## config.mk

```make
export PLATFORM = sky130hd
export DESIGN_NAME = muldiv_unit
export DESIGN_NICKNAME = d
export VERILOG_FILES = /design/src/rtl/muldiv_unit_pkg.sv /design/src/rtl/muldiv_unit_iter.sv /design/src/rtl/muldiv_unit.sv
export SDC_FILE = /design/constraint.sdc
export NUM_CORES = 1
export LEC_CHECK = 0
export ABC_CLOCK_PERIOD_IN_PS = 12680
export BUFFER_PORTS_ARGS = -buffer_cell sky130_fd_sc_hd__buf_2
export CORE_MARGIN = 2
export CORE_UTILIZATION = 53
export CTS_CLUSTER_SIZE = 8
export DETAILED_ROUTE_END_ITERATION = 10
export PLACE_DENSITY_LB_ADDON = 0.15
export SETUP_SLACK_MARGIN = 0.05
export SLEW_MARGIN = 30
export SYNTH_ARGS = -nofsm -noshare
export SYNTH_HDL_FRONTEND = slang
export SYNTH_SLANG_ARGS = --single-unit
```

## constraint.sdc

```tcl
create_clock -name i_clk -period 12.68 [get_ports i_clk]
set_clock_uncertainty 0.2 [all_clocks]
set_input_delay 0 -clock i_clk [delete_from_list [all_inputs] [get_ports i_clk]]
set_output_delay 0 -clock i_clk [all_outputs]
set_load 0.01 [all_outputs]
```

## src/rtl/muldiv_unit_pkg.sv

```systemverilog
// rtl/muldiv_unit_pkg.sv - shared encodings for the multiply/divide unit
//   Operation codes (MD_OP_*), sequencer state encodings and default sizing.
package muldiv_unit_pkg;

  localparam int MD_WIDTH = 32;
  localparam int MD_CNT_W = 5;

  typedef enum logic [1:0] {
    MD_OP_MULT  = 2'd0,
    MD_OP_MULTU = 2'd1,
    MD_OP_DIV   = 2'd2,
    MD_OP_DIVU  = 2'd3
  } md_op_e;

  typedef enum logic [1:0] {
    ST_IDLE = 2'd0,
    ST_RUN  = 2'd1,
    ST_FIX  = 2'd2
  } md_state_e;

endpackage

```

## src/rtl/muldiv_unit_iter.sv

```systemverilog
// rtl/muldiv_unit_iter.sv - one combinational shift-add or restoring-divide step
//   i_is_div  : 1 = restoring divide step, 0 = shift-add multiply step
//   i_acc     : product high half / partial remainder
//   i_mq      : multiplier (shifting out) / dividend (shifting out, quotient shifting in)
//   i_opnd    : multiplicand / divisor magnitude
//   o_acc/o_mq: next-iteration values
module muldiv_unit_iter
  import muldiv_unit_pkg::*;
#(
  parameter int WIDTH = MD_WIDTH
) (
  input  logic             i_is_div,
  input  logic [WIDTH-1:0] i_acc,
  input  logic [WIDTH-1:0] i_mq,
  input  logic [WIDTH-1:0] i_opnd,
  output logic [WIDTH-1:0] o_acc,
  output logic [WIDTH-1:0] o_mq
);

  logic [WIDTH:0]   w_sum;
  logic [WIDTH:0]   w_shift;
  logic [WIDTH-1:0] w_diff;
  logic             w_ge;

  always_comb begin
    w_sum   = {1'b0, i_acc} + {1'b0, i_opnd};
    w_shift = {i_acc, i_mq[WIDTH-1]};
    w_ge    = (w_shift >= {1'b0, i_opnd});
    // Partial remainder is always below the divisor, so a kept difference fits WIDTH bits.
    w_diff  = w_shift[WIDTH-1:0] - i_opnd;
    o_acc   = '0;
    o_mq    = '0;
    if (i_is_div) begin
      o_acc = w_ge ? w_diff : w_shift[WIDTH-1:0];
      o_mq  = {i_mq[WIDTH-2:0], w_ge};
    end else if (i_mq[0]) begin
      // Carry out of the add becomes the new top bit of the 64-bit {acc,mq} pair.
      o_acc = w_sum[WIDTH:1];
      o_mq  = {w_sum[0], i_mq[WIDTH-1:1]};
    end else begin
      o_acc = {1'b0, i_acc[WIDTH-1:1]};
      o_mq  = {i_acc[0], i_mq[WIDTH-1:1]};
    end
  end

endmodule

```

## src/rtl/muldiv_unit.sv

```systemverilog
// rtl/muldiv_unit.sv - iterative MULT/MULTU/DIV/DIVU sequencer owning HI/LO
//   i_clk, i_rst (async, active high)
//   i_start/i_op/i_a/i_b : launch an operation (accepted only when idle)
//   i_flush              : abort any in-flight operation, HI/LO untouched
//   i_hi_we/i_lo_we/i_wdata : MTHI/MTLO writes (accepted only when idle)
//   o_busy               : operation in flight
//   o_done               : one-cycle pulse after HI/LO take a result
//   o_hi/o_lo            : HI/LO registers
module muldiv_unit
  import muldiv_unit_pkg::*;
#(
  parameter int WIDTH = MD_WIDTH,
  parameter int CNT_W = MD_CNT_W
) (
  input  logic             i_clk,
  input  logic             i_rst,
  input  logic             i_start,
  input  logic [1:0]       i_op,
  input  logic [WIDTH-1:0] i_a,
  input  logic [WIDTH-1:0] i_b,
  input  logic             i_flush,
  input  logic             i_hi_we,
  input  logic             i_lo_we,
  input  logic [WIDTH-1:0] i_wdata,
  output logic             o_busy,
  output logic             o_done,
  output logic [WIDTH-1:0] o_hi,
  output logic [WIDTH-1:0] o_lo
);

  localparam logic [CNT_W-1:0] LAST_CNT = CNT_W'(WIDTH - 1);

  md_state_e          r_state;
  logic [CNT_W-1:0]   r_cnt;
  logic               r_busy;
  logic               r_done;
  logic               r_is_div;
  logic               r_neg_q;
  logic               r_neg_r;
  logic               r_div0;
  logic [WIDTH-1:0]   r_acc;
  logic [WIDTH-1:0]   r_mq;
  logic [WIDTH-1:0]   r_opnd;
  logic [WIDTH-1:0]   r_hi;
  logic [WIDTH-1:0]   r_lo;

  logic               w_signed;
  logic               w_is_div;
  logic               w_a_neg;
  logic               w_b_neg;
  logic [WIDTH-1:0]   w_a_mag;
  logic [WIDTH-1:0]   w_b_mag;
  logic [WIDTH-1:0]   w_acc_nxt;
  logic [WIDTH-1:0]   w_mq_nxt;
  logic [WIDTH-1:0]   w_q_fix;
  logic [WIDTH-1:0]   w_r_fix;
  logic [2*WIDTH-1:0] w_prod_fix;

  assign w_signed = (i_op == MD_OP_MULT) || (i_op == MD_OP_DIV);
  assign w_is_div = (i_op == MD_OP_DIV) || (i_op == MD_OP_DIVU);
  assign w_a_neg  = w_signed & i_a[WIDTH-1];
  assign w_b_neg  = w_signed & i_b[WIDTH-1];
  assign w_a_mag  = w_a_neg ? -i_a : i_a;
  assign w_b_mag  = w_b_neg ? -i_b : i_b;

  muldiv_unit_iter #(.WIDTH(WIDTH)) u_iter (
    .i_is_div (r_is_div),
    .i_acc    (r_acc),
    .i_mq     (r_mq),
    .i_opnd   (r_opnd),
    .o_acc    (w_acc_nxt),
    .o_mq     (w_mq_nxt)
  );

  // With a zero divisor every step keeps the subtraction, so the remainder ends
  // as |a|; giving it the sign of a restores the raw dividend for HI.
  assign w_prod_fix = r_neg_q ? -{r_acc, r_mq} : {r_acc, r_mq};
  assign w_q_fix    = r_neg_q ? -r_mq : r_mq;
  assign w_r_fix    = r_neg_r ? -r_acc : r_acc;

  always_ff @(posedge i_clk or posedge i_rst) begin
    if (i_rst) begin
      r_state  <= ST_IDLE;
      r_cnt    <= '0;
      r_busy   <= 1'b0;
      r_done   <= 1'b0;
      r_is_div <= 1'b0;
      r_neg_q  <= 1'b0;
      r_neg_r  <= 1'b0;
      r_div0   <= 1'b0;
      r_acc    <= '0;
      r_mq     <= '0;
      r_opnd   <= '0;
      r_hi     <= '0;
      r_lo     <= '0;
    end else begin
      r_done <= 1'b0;
      if (i_flush) begin
        r_state <= ST_IDLE;
        r_busy  <= 1'b0;
      end else begin
        case (r_state)
          ST_IDLE: begin
            if (i_start) begin
              r_state  <= ST_RUN;
              r_busy   <= 1'b1;
              r_cnt    <= '0;
              r_is_div <= w_is_div;
              r_neg_q  <= w_a_neg ^ w_b_neg;
              r_neg_r  <= w_a_neg;
              r_div0   <= w_is_div && (i_b == '0);
              r_acc    <= '0;
              r_mq     <= w_is_div ? w_a_mag : w_b_mag;
              r_opnd   <= w_is_div ? w_b_mag : w_a_mag;
            end else begin
              if (i_hi_we) r_hi <= i_wdata;
              if (i_lo_we) r_lo <= i_wdata;
            end
          end
          ST_RUN: begin
            r_acc <= w_acc_nxt;
            r_mq  <= w_mq_nxt;
            r_cnt <= r_cnt + CNT_W'(1);
            if (r_cnt == LAST_CNT) r_state <= ST_FIX;
          end
          ST_FIX: begin
            if (!r_is_div) begin
              r_hi <= w_prod_fix[2*WIDTH-1:WIDTH];
              r_lo <= w_prod_fix[WIDTH-1:0];
            end else begin
              r_hi <= w_r_fix;
              r_lo <= r_div0 ? '1 : w_q_fix;
            end
            r_state <= ST_IDLE;
            r_busy  <= 1'b0;
            r_done  <= 1'b1;
          end
          default: begin
            r_state <= ST_IDLE;
            r_busy  <= 1'b0;
          end
        endcase
      end
    end
  end

  assign o_busy = r_busy;
  assign o_done = r_done;
  assign o_hi   = r_hi;
  assign o_lo   = r_lo;

endmodule

```

[Word level (Yosys, flattened, before mapping)]
Cells that the tools add are included.
Storage, ports and cells
  bits in registers: 173
  input bits: 104
  word-level logic and storage cells: 88
Operators by class
  $add $sub $neg: 8
  magnitude comparators: 1
  equal/unequal tests: 12
  multiplexer cells: 36
  bitwise logic cells: 4
  reduce and logical (&&, ||, !) cells: 14
Operator list (count)
  2-to-1 mux 32 bit: 20
  case mux 32 bit (2 select lines): 4
  negator 32 bit: 4
  2-to-1 mux 64 bit: 1
  negator 64 bit: 1
  adder 32 x 32 -> 33 bit: 1
  greater-or-equal comparator 33 x 32 -> 1 bit: 1
  zero test 32 bit: 1
  subtractor 32 bit: 1
  inequality test 2 bit (second input constant): 5
  case mux 5 bit (2 select lines): 1
  AND reduction 4 bit: 2
  == test 2 bit (second input constant): 3
  2-to-1 mux 2 bit: 3
  inequality test 3 bit (second input constant): 2
  AND reduction 3 bit: 2
  adder 5 x 1 -> 5 bit (second input constant): 1
  == test 5 bit (second input constant): 1
  2-to-1 mux 5 bit: 1
  zero test 2 bit: 2
  2-to-1 mux 1 bit: 4
  case mux 2 bit (2 select lines): 1
  AND reduction 2 bit: 2
  nonzero test 2 bit: 2
  7 further kinds: 9

[Logic depth before layout (Yosys ltp)]
  depth after elaboration: 7
  depth in mapped cells: 14
  gate-level depth less buffers: 13

[By module]
Synthesis repeated with hierarchy kept, for this count alone.
Second synthesis, totals
  cells, all modules: 2052
  area total of the unflattened synthesis: 16245.6 µm²
By module, submodules not included
  muldiv_unit: times used 1, cells each 1300, area an instance 11141.9 µm², seq. area each 4329.2 µm²
  muldiv_unit_iter: times used 1, cells each 752, area an instance 5103.6 µm², seq. area each 0.0 µm²

[Worst setup path before layout]
No wires, ideal clock.
  path type: register -> register
  from: reg r_acc[0]
  to: reg r_acc[29]
  setup time: 0.121 ns
  arrival time: 3.102 ns
  required time: 12.359 ns
  slack: 9.257 ns
  stages on the path, launching flop included: 13
  clock period less this slack: 3.423 ns
  cells stage by stage: dfrtp_1 > ha_1 > inv_1 > fa_1 > nor2b_1 > o211ai_1 > a32oi_1 > a2111oi_0 > o31ai_1 > a21oi_1 > o2111ai_1 > o211ai_1 > a22o_1
Between the ends
  cells in the longest elaborated chain, start to end: 4
  elaborated cells on any way between the ends: 7
  classes of those cells: add/sub (2); order compare (1); mux (4)
RTL lines
  start, declared: RTL line muldiv_unit.sv:41  | logic [WIDTH-1:0] r_acc;
  start signal, assigned: RTL line muldiv_unit.sv:121  | r_acc <= w_acc_nxt;
  adder 32 x 32 -> 33 bit, or another cell as far along: RTL line muldiv_unit_iter.sv:26  | w_sum = {1'b0, i_acc} + {1'b0, i_opnd};
  2-to-1 mux 32 bit, on equally long branches: RTL line muldiv_unit_iter.sv:36, muldiv_unit_iter.sv:34
  2-to-1 mux 32 bit (*): RTL line muldiv_unit_iter.sv:33  | if (i_is_div) begin
  case mux 32 bit (2 select lines) (*): RTL line muldiv_unit.sv:102  | case (r_state)
Mark *: on every way between the ends. The rest lies on a longest branch, timed or not.
A chain may end at the register's enable or synchronous reset.

[Final worst setup path]
Same ends and word-level chain as after synthesis.

==> results_dict.tcl <==
set metrics [dict create \
    tns_ps 0 \
    ys_ff_latch 173 \
    die_w_um 173.0 \
    synth_top_family_by_area "compound AO/OA/AOI/OAI gates" \
    route.vias.total 15890 \
    pre_cts_slack_ps 8623 \
    ctsHoldBuffers 105 \
    cts_buffer_depth 2 \
    clkSinkCount 173 \
    area_growth_pct 17.99 \
    layout-drive-gt1-share_pct 11.90 \
    period_needed_ps 4153 \
    reg2reg_from "r_acc[0]$_DFFE_PP0P_" \
    fillers 2497 \
    whs_path_depth 4 \
    grt_pass1_vias 14370 \
    portBuffers 169 \
    cap_violations 0 \
    startpoint_type "flop" \
    post_cts_resize_count 0 \
    syn_inst 1972 \
    crit_required_ps 12800 \
    synth_edf_count 0 \
    cts_setup_buffers 0 \
    synth_top_area_share_pct 28.60 \
    yosys-top-cells-count "nand2_1, a21oi_1, o21ai_0" \
    overflow 0 \
    wl_per_cell_um 20.89 \
    worst_pin_slew_ps 956.2 \
    root_buffer "clkbuf_16" \
    fp.dieArea_mm2 0.02993 \
    dr.pass1.iters 5 \
    via_per_inst 6.240 \
    fin_nets 2333 \
    grt_util_all_layers_pct 34.82 \
    fp-row-count 61 \
    path_class "flop to flop" \
    ctsHtreeMaxLevel 4 \
    final_core_util_pct 63.93 \
    worst-endpoint-arrival_ps 4280 \
    finalCritPeriodShare_pct 32.75 \
    die_h_um 173.0 \
    drc 0 \
    n_antenna_cell 0 \
    wl_mm 53.19 \
    power_mw 2.825 \
    synth_xor_area_share_pct 9.606 \
    ys_types 74 \
    coreArea_mm2 0.02793 \
    avgSynthCellArea_um2 7.675 \
    synth_top_area_cell "dfrtp_1" \
    reg2regPathDepth 12 \
    min-delay-start "i_b[15]" \
    rsz0062_at_grt "no" \
    slew_viol_final 0 \
    io_pins 170 \
    dp_hpwl_mm 40.32 \
    clock.fmax_ghz 0.2408 \
    final-hold-violation-count 0 \
    fin_ws_ps 8527 \
    status "complete, no violations" \
    clkLatencyLatePin_ps 440 \
    synth-compound-area-share_pct 26.74 \
    end_kind "flop" \
    drtIter0Drc 1900 \
    cts_inserted_buffers 17 \
    setup_viol 0 \
    ant_nets 0 \
    antenna_found_initial 0 \
    post-synth-top-count-cell "nand2_1" \
    seq_area_frac_synth_pct 28.60 \
    ys_top_cells_by_area "dfrtp_1, a21oi_1, o21ai_0, xnor2_1, ha_1" \
    synth_flop_cell "dfrtp_1" \
    synthSimpleGateAreaFrac_pct 19.10 \
    synthMuxAreaShare_pct 4.952 \
    gp_congestion 0.9939 \
    synthAdderAreaFrac_pct 6.051 \
    syn_nets 2148 \
    p_per_area_mw_per_mm2 158.2 \
    grt_pass1_wl_mm 82.00 \
    p_leak_nw 7.818 \
    synth_area_mm2 0.01514 \
    grt_max_degree 105 \
    initial_core_util_pct 54.18 \
    synth_warnings 0 \
    slew_headroom_pct 36.25 \
    r2r_slack_ps 8530 \
    ir_worst_vdd_v 0.0001112 \
    cp_max_fo 10 \
    hold_class "input port to flop" \
    synthArstFlopShare_pct 100.0 \
    crit_start "r_acc[0]$_DFFE_PP0P_" \
    cts_tree "built" \
    clkTransAtPathRegs_ps 70 \
]
[state kept, by name, indices dropped and copies added (netlist names), 2 cells and up]
name	count
r_state	2
o_hi	32
o_lo	32
r_mq	32
r_opnd	32
r_cnt	5
r_acc	32
[power breakdown]
group | switching (mW) | internal, mW
registers | 0.182 | 0.654
logic | 0.826 | 0.569
clock network | 0.243 | 0.350
total | 1.25 | 1.57
[layout by cell type, fill, tap and decap left out, types with 21 or more instances in the layout]
| master | synthesis | routed |
|---|---|---|
| a21oi_1 | 215 | 215 |
| a211oi_1 | 28 | 28 |
| a31oi_1 | 28 | 28 |
| a21o_1 | 21 | 21 |
| o22ai_1 | 33 | 33 |
| o21ai_0 | 208 | 207 |
| nor3_1 | 41 | 41 |
| dlygate4sd3_1 | 0 | 105 |
| o31ai_1 | 22 | 22 |
| xnor2_1 | 107 | 107 |
| xor2_1 | 59 | 59 |
| buf_2 | 6 | 169 |
| mux2i_1 | 67 | 67 |
| nand2_1 | 228 | 227 |
| inv_1 | 65 | 64 |
| nand3_1 | 34 | 34 |
| ha_1 | 70 | 70 |
| nor2_1 | 174 | 173 |
| dfrtp_1 | 173 | 171 |
[cell families (layout without fill, tap and decap cells)]
kind of cell	after synthesis	in the layout
xor+xnor	166	166
buf+inv	192	388
simple gates	620	620
mux	74	74
fa+ha+maj	72	72
compound gates	675	675
flops	173	173
[final timing paths]
kind | endpoint
max | r_acc[29]$_DFFE_PP0P_
min | r_opnd[15]$_DFFE_PP0P_
max reg2reg | r_acc[29]$_DFFE_PP0P_
min reg2reg | o_lo[26]$_DFFE_PP0P_
max in group asynchronous | r_neg_q$_DFFE_PP0P_
min in group asynchronous | o_busy$_DFFE_PP0P_
[area by class of cell]
type	count	area (um^2)	area share, %
Tap cell	378	473.0	2.648
Clock inverter	13	214.0	1.198
Clock buffer	17	425.4	2.382
Multi-Input combinational cell	1607	10120	56.65
Inverter	65	249.0	1.394
Timing Repair Buffer	293	2047	11.46
Sequential cell	173	4334	24.27
[metal layers]
metal	share of wire [%]	vias to the layer above	track usage, %	wire length (um)
li1	-	7499	-	-
met1	44	7438	50.38	23460
met2	43	843	52.92	22810
met3	9.7	107	5.871	5155
met4	3.3	0	11.26	1761
met5	0	-	0	0
[stage by stage]
| step | cells | hold slack (ps) | instance area (um^2) |
|---|---|---|---|
| detailed placement | 2411 | -198.5 | 16150 |
| finish | 2546 | 29.02 | 17860 |
| global route | 2546 | 55.85 | 17860 |
| global placement | 2411 | -196.3 | 16150 |
| floorplan | 1972 | -129.2 | 15140 |
| CTS | 2546 | 5.337 | 17840 |
[critical path, stage by stage (launching register included)]
cell       delay (ps)
dfrtp_1           580
ha_1              270
inv_1              70
fa_1              370
nor2b_1           210
o211ai_1          140
a32oi_1           550
a2111oi_0         260
o31ai_1           600
a21oi_1           230
o2111ai_1         240
o211ai_1          130
a22o_1            190
Power figures use the tool's default switching activity.
